[src/rtl/rr_arb_pkg.sv]
// Shared constants, FSM state type and helpers for the 4-way round-robin arbiter.
package rr_arb_pkg;

  localparam int N_REQ = 4;
  localparam int IDX_W = 2;

  typedef enum logic {
    IDLE  = 1'b0,
    GRANT = 1'b1
  } arb_state_t;

  function automatic logic [N_REQ-1:0] onehot(input logic [IDX_W-1:0] idx);
    logic [N_REQ-1:0] v;
    v = '0;
    v[idx] = 1'b1;
    return v;
  endfunction

endpackage

[src/rtl/rr_arbiter_4_if.sv]
// Request/grant bundle between four requesters (master) and the arbiter (slave).
interface rr_arbiter_4_if;
  import rr_arb_pkg::*;

  // Handshake: req[i] rises when requester i wants the resource and stays high
  // until it is done; the resource belongs to i while gnt[i]=1. gnt_id is only
  // meaningful while gnt_valid=1; preempt marks the cycle a grant was taken away.
  logic [N_REQ-1:0] req;
  logic [N_REQ-1:0] gnt;
  logic [IDX_W-1:0] gnt_id;
  logic             gnt_valid;
  logic             preempt;
  arb_state_t       state_dbg;
  logic [IDX_W-1:0] ptr_dbg;

  modport master (
    output req,
    input  gnt, gnt_id, gnt_valid, preempt, state_dbg, ptr_dbg
  );

  modport slave (
    input  req,
    output gnt, gnt_id, gnt_valid, preempt, state_dbg, ptr_dbg
  );

endinterface

[src/rtl/rr_prio_enc_4.sv]
// Rotating-priority 4:2 encoder: first set bit of req searching from ptr upward, mod 4.
module rr_prio_enc_4
  import rr_arb_pkg::*;
(
  input  logic [N_REQ-1:0] req,
  input  logic [IDX_W-1:0] ptr,
  output logic [IDX_W-1:0] sel,
  output logic             any
);

  logic [2*N_REQ-1:0] dbl;
  logic [N_REQ-1:0]   rot;
  logic [IDX_W-1:0]   k;

  // Rotating right by ptr puts the highest-priority requester at bit 0.
  assign dbl = {req, req};
  assign rot = N_REQ'(dbl >> ptr);

  always_comb begin
    k = '0;
    if (rot[0])      k = 2'd0;
    else if (rot[1]) k = 2'd1;
    else if (rot[2]) k = 2'd2;
    else if (rot[3]) k = 2'd3;
  end

  assign sel = k + ptr;
  assign any = |req;

endmodule

[src/rtl/rr_arbiter_4.sv]
// Round-robin arbiter for four requesters with a per-owner hold limit and
// registered one-hot / encoded grant outputs.
module rr_arbiter_4
  import rr_arb_pkg::*;
#(
  parameter int MAX_HOLD = 8,
  parameter int CNT_W    = 4
)(
  input  logic          clk,
  input  logic          rst_n,
  rr_arbiter_4_if.slave arb
);

  localparam logic [CNT_W-1:0] HOLD_MAX  = CNT_W'(MAX_HOLD);
  localparam logic [CNT_W-1:0] HOLD_LAST = CNT_W'(MAX_HOLD - 1);

  arb_state_t       state_q, state_d;
  logic [IDX_W-1:0] ptr_q, ptr_d;
  logic [CNT_W-1:0] hold_q, hold_d;
  logic [N_REQ-1:0] gnt_q, gnt_d;
  logic [IDX_W-1:0] gnt_id_q, gnt_id_d;
  logic             valid_q, valid_d;
  logic             preempt_q, preempt_d;

  logic [N_REQ-1:0] enc_req;
  logic [IDX_W-1:0] enc_ptr;
  logic [IDX_W-1:0] enc_sel;
  logic             enc_any;
  logic             expire;

  // While granted, the owner is masked out and the search starts just past it,
  // so one encoder serves both release and hold-limit hand-over.
  always_comb begin
    enc_req = arb.req;
    enc_ptr = ptr_q;
    if (state_q == GRANT) begin
      enc_req = arb.req & ~onehot(gnt_id_q);
      enc_ptr = gnt_id_q + 2'd1;
    end
  end

  rr_prio_enc_4 u_enc (
    .req (enc_req),
    .ptr (enc_ptr),
    .sel (enc_sel),
    .any (enc_any)
  );

  assign expire = (MAX_HOLD != 0) && (hold_q == HOLD_LAST);

  always_comb begin
    state_d   = state_q;
    ptr_d     = ptr_q;
    hold_d    = hold_q;
    gnt_d     = gnt_q;
    gnt_id_d  = gnt_id_q;
    valid_d   = valid_q;
    preempt_d = 1'b0;
    case (state_q)
      IDLE: begin
        if (enc_any) begin
          state_d  = GRANT;
          gnt_d    = onehot(enc_sel);
          gnt_id_d = enc_sel;
          valid_d  = 1'b1;
          hold_d   = '0;
        end
      end
      GRANT: begin
        if (!arb.req[gnt_id_q]) begin
          ptr_d  = enc_ptr;
          hold_d = '0;
          if (enc_any) begin
            gnt_d    = onehot(enc_sel);
            gnt_id_d = enc_sel;
          end else begin
            state_d  = IDLE;
            gnt_d    = '0;
            gnt_id_d = '0;
            valid_d  = 1'b0;
          end
        end else if (expire) begin
          // A lone owner just restarts its tenure; nobody else is waiting.
          hold_d = '0;
          if (enc_any) begin
            ptr_d     = enc_ptr;
            gnt_d     = onehot(enc_sel);
            gnt_id_d  = enc_sel;
            preempt_d = 1'b1;
          end
        end else if (hold_q != HOLD_MAX) begin
          hold_d = hold_q + CNT_W'(1);
        end
      end
      default: state_d = IDLE;
    endcase
  end

  always_ff @(posedge clk or negedge rst_n) begin
    if (!rst_n) begin
      state_q   <= IDLE;
      ptr_q     <= '0;
      hold_q    <= '0;
      gnt_q     <= '0;
      gnt_id_q  <= '0;
      valid_q   <= 1'b0;
      preempt_q <= 1'b0;
    end else begin
      state_q   <= state_d;
      ptr_q     <= ptr_d;
      hold_q    <= hold_d;
      gnt_q     <= gnt_d;
      gnt_id_q  <= gnt_id_d;
      valid_q   <= valid_d;
      preempt_q <= preempt_d;
    end
  end

  assign arb.gnt       = gnt_q;
  assign arb.gnt_id    = gnt_id_q;
  assign arb.gnt_valid = valid_q;
  assign arb.preempt   = preempt_q;
  assign arb.state_dbg = state_q;
  assign arb.ptr_dbg   = ptr_q;

endmodule

[src/flat_wrapper.sv]
// flat-port wrapper written by rule: the top's interface ports become plain ports
module rr_arbiter_4_flat import rr_arb_pkg::*;
#(
  parameter int MAX_HOLD = 8,
  parameter int CNT_W    = 4
)
  (clk, rst_n, arb_req, arb_gnt, arb_gnt_id, arb_gnt_valid, arb_preempt, arb_state_dbg, arb_ptr_dbg);
  rr_arbiter_4_if arb_i ();
  input  logic clk;
  input  logic rst_n;
  input wire logic [$bits(arb_i.req)-1:0] arb_req;
  output wire logic [$bits(arb_i.gnt)-1:0] arb_gnt;
  output wire logic [$bits(arb_i.gnt_id)-1:0] arb_gnt_id;
  output wire logic [$bits(arb_i.gnt_valid)-1:0] arb_gnt_valid;
  output wire logic [$bits(arb_i.preempt)-1:0] arb_preempt;
  output wire logic [$bits(arb_i.state_dbg)-1:0] arb_state_dbg;
  output wire logic [$bits(arb_i.ptr_dbg)-1:0] arb_ptr_dbg;
  assign arb_i.req = arb_req;
  assign arb_gnt = arb_i.gnt;
  assign arb_gnt_id = arb_i.gnt_id;
  assign arb_gnt_valid = arb_i.gnt_valid;
  assign arb_preempt = arb_i.preempt;
  assign arb_state_dbg = arb_i.state_dbg;
  assign arb_ptr_dbg = arb_i.ptr_dbg;
  rr_arbiter_4 #(.MAX_HOLD(MAX_HOLD), .CNT_W(CNT_W)) u_core (.clk(clk), .rst_n(rst_n), .arb(arb_i));
endmodule
[config.mk]
export PLATFORM = sky130hd
export DESIGN_NAME = rr_arbiter_4_flat
export DESIGN_NICKNAME = d
export VERILOG_FILES = /design/src/rtl/rr_arb_pkg.sv /design/src/rtl/rr_arbiter_4_if.sv /design/src/rtl/rr_prio_enc_4.sv /design/src/rtl/rr_arbiter_4.sv /design/src/flat_wrapper.sv
export SDC_FILE = /design/constraint.sdc
export NUM_CORES = 1
export LEC_CHECK = 0
export BUFFER_PORTS_ARGS = -buffer_cell sky130_fd_sc_hd__clkbuf_2
export CAP_MARGIN = 20
export CORE_ASPECT_RATIO = 0.7
export CORE_MARGIN = 4
export CORE_UTILIZATION = 45
export CTS_CLUSTER_DIAMETER = 40
export DETAILED_ROUTE_END_ITERATION = 8
export GPL_ROUTABILITY_DRIVEN = 0
export PLACE_DENSITY = 0.68
export SETUP_SLACK_MARGIN = 0.2
export SYNTH_ARGS = -nofsm -noshare
export SYNTH_HDL_FRONTEND = slang
export SYNTH_SLANG_ARGS = --single-unit
[constraint.sdc]
create_clock -name clk -period 7.72 [get_ports clk]
set_input_delay 1.158 -clock clk [delete_from_list [all_inputs] [get_ports clk]]
set_output_delay 1.158 -clock clk [all_outputs]
set_load 0.1 [all_outputs]
==> summary.md <==
| Metric | Value |
|---|---|
| Number of buffers created by CTS | `3` |
| CP Max Fanout | `27` |
| Total global-route track usage | `between 10% and 20%` |
| Sequential-to-total area share from yosys stat | `about a third` |
| WL met2 | `951 µm` |
| Status | `completed` |
| Largest net degree at the start of global routing | `28` |
| Hold Crit Start | `u_core.arb.gnt[1]` |
| Post-synth EDFFs | `0` |
| Total Nets Final | `approximately 150` |
| Commonest cells after routing, fill and taps aside | `nand2_1 (19), clkbuf_2 (16), dfrtp_1 (15)` |
| Die Ht | `between 40 and 50 µm` |
| Type of the worst setup path | `reg -> out` |
| GRT overflow | `0` |
| Clk buf depth | `2` |
| Post-Route Setup TNS | `0 ps` |
| Hold depth | `1` |
| Worst Path Buf+Inv | `1` |
| HPWL Detailed | `approximately 1800 µm` |
| Pre-antenna DRT Iters | `4` |
| CP max stage delay | `910 ps` |
| Hold_buf cts | `0` |
| Worst-Skew Late Latency | `~280 ps` |
| Hold WC Path Type | `reg -> reg` |
| Worst slew pin tran | `859.4 ps` |
| Slew Limit Fails | `0` |
| Startpoint of the worst register-to-register path | `u_core.arb.state_dbg` |
| # Max-Cap Violations | `0` |
| R2r endpoint | `u_core.arb.gnt[1]` |
| Ys Warns | `0` |
| Core ar. | `2242 µm²` |
| CP startpoint kind | `flop` |
| CTS sink count | `15` |
| Flop2flop setup slack | `~4800 ps` |
| H-tree depth | `1` |
| CTS resizes | `0` |
| Initial Utilization | `49.27%` |
| Ratio of cells with drive above 1 in the final layout | `26.72%` |
| Hold Path Sink | `u_core.arb.gnt[1]` |
| Die area | `approximately 3300 µm²` |
| Distinct cells, synth | `44` |
| Starting DRT DRC Count | `38` |
| CTS tree | `done` |
| Post-Syn Area per Cell | `between 9 and 10 µm²` |
| Crit. End Element | `output pin` |
| Post-synth ARST share | `100.0%` |
| Period utilization | `between 30% and 40%` |
| Vias | `approximately 940` |
| Worst endpoint data arrival time | `~1800 ps` |
| DRC errors left | `0` |
| Clock slew at reported path FFs | `80 ps` |
| Top routing layer in use | `met3` |
| First-pass GRT wire length | `slightly above 4000 µm` |
| Main synth FF type | `dfrtp_1` |
| Row count | `14` |
| Drt wl/cell | `about 14 µm` |
| Setup-failing EPs final | `0` |
| Routed wl met3 | `136 µm` |
| Diodes inserted | `0` |
| Syn-to-layout area delta | `9.626%` |
| Syn_nets | `about 130` |
| Seq cells post-synth | `15` |
| Number of post-CTS setup repair buffers | `0` |
| IO buf count | `16` |
| Top Family by Delay on Critical Path | `flip-flops` |
| Via density | `roughly 5.8` |
| Post-Route M1 WL | `between 1000 and 1500 µm` |
| Final non-filler cell total | `~160` |
| Vias in the first global route | `roughly 860` |
| RSZ-0062 raised after global routing | `false` |
| Root Buffer Master | `clkbuf_4` |
| Total wire length | `about 2300 µm` |
| Number of placed I/O pins | `17` |
| Mapped cell area | `~1100 µm²` |
| # placed instances | `between 150 and 200` |
| CP Cell Sequence | `clkbuf_2` |
| Setup Skew | `1.393 ps` |
| Rel. slew slack | `42.70%` |
| Data required, critical path | `~6600 ps` |
| Most common cell after layout, fill and taps aside | `nand2_1` |
| Worst r2r path cells | `10` |
| Initial antenna violation count | `0` |
| Die X | `slightly below 70 µm` |
| Minimum clock period | `between 2000 and 3000 ps` |
| Fmax | `roughly 0.34 GHz` |
| ANT nets after route | `0` |
| Mapped Cells | `around 120` |
| Crit path max-delay cell type | `dfrtp_1` |
| Final hold violation count | `0` |
==> sequential cells by signal (all words and copies together) (netlist names) <==
signal and flops:
u_core.arb.gnt_id 2, u_core.arb.preempt 1, u_core.arb.ptr_dbg 2, u_core.arb.state_dbg 1, u_core.hold_q 4, u_core.arb.gnt 4
u_core.arb.gnt_valid 1
==> cell families (layout without fill, tap and decap cells) <==
kind of cell,Yosys count,in the layout,synth area share (%)
and+or+nand+nor,39,39,17.55
AOI/OAI and AO/OA,34,34,24.12
DFF,15,15,33.98
buffers and inverters,10,26,5.662
adders and majority gates,7,7,7.927
muxes,7,7,8.380
xor gates and xnor gates,3,3,2.379
==> synth_stat cells, types with 2 or more instances <==
library cell / count / area [µm²]
nand2_1: 19 / 71.32
dfrtp_1: 15 / 375.4
ha_1: 7 / 87.58
inv_1: 6 / 22.52
nor2_1: 6 / 22.52
a21oi_1: 5 / 25.02
o21ai_0: 5 / 25.02
mux2_2: 4 / 45.04
nand3_1: 3 / 15.01
nor3_1: 3 / 15.01
xnor2_1: 3 / 26.28
a2111oi_0: 2 / 17.52
a2bb2oi_1: 2 / 17.52
clkbuf_4: 2 / 15.01
nor2b_1: 2 / 12.51
o22ai_1: 2 / 12.51
o31ai_1: 2 / 15.01
==> area by class of cell <==
class / count / area (µm²)
well taps: 32 / 40.04
clock buffers: 4 / 26.28
fillers: 215 / 1031
repair buffers: 16 / 80.08
flip-flops and latches: 15 / 375.4
multi-input cells: 90 / 666.9
inverters: 6 / 22.52
==> per-stage QoR <==
stage | hold slack (ps) | utilization [%] | setup slack (ps) | area [µm²]
global placement | 476.3 | 52.85 | 4621 | 1185
CTS | 502.6 | 54.02 | 4791 | 1211
floorplan | 555.5 | - | 4471 | 1105
detailed placement | 481.9 | 52.85 | 4536 | 1185
finish | 496.3 | 54.02 | 4779 | 1211
global route | 521.0 | 54.02 | 4495 | 1211
==> metal layers <==
| metal | GRT usage, % | vias up |
|---|---|---|
| met5 | 0 | - |
| met4 | 1.347 | 0 |
| met3 | 5.455 | 0 |
| met2 | 21.70 | 32 |
| met1 | 24.26 | 450 |
| li1 | - | 459 |
==> how the worst max path moves through the flow <==
stage / cells past startpoint / slack, ps / to / startpoint
3_3_place_gp: 11 / 4620 / u_core.arb.gnt[1] / arb_req[0]
4_1_cts: 1 / 4790 / arb_state_dbg / u_core.arb.state_dbg
3_5_place_dp: 11 / 4540 / u_core.arb.gnt[1] / arb_req[0]
5_1_grt: 11 / 4500 / u_core.arb.gnt[1] / u_core.arb.gnt_id[0]
2_1_floorplan: 12 / 4470 / u_core.arb.gnt[1] / u_core.arb.gnt_id[0]
6_report: 1 / 4780 / arb_state_dbg / u_core.arb.state_dbg
==> worst register-to-register path: stages (launching register included) <==
cell and delay [ps]:
dfrtp_1 910, mux2i_2 500, nand2_1 100, a22oi_1 160
o2bb2ai_1 100, nand2_1 70, o21ai_0 90, ha_1 220
xnor2_1 130, xnor2_1 340, a32o_2 230
Power is not shown: default switching activity piles up to over one toggle a cycle in this logic, so the estimate is an artifact.
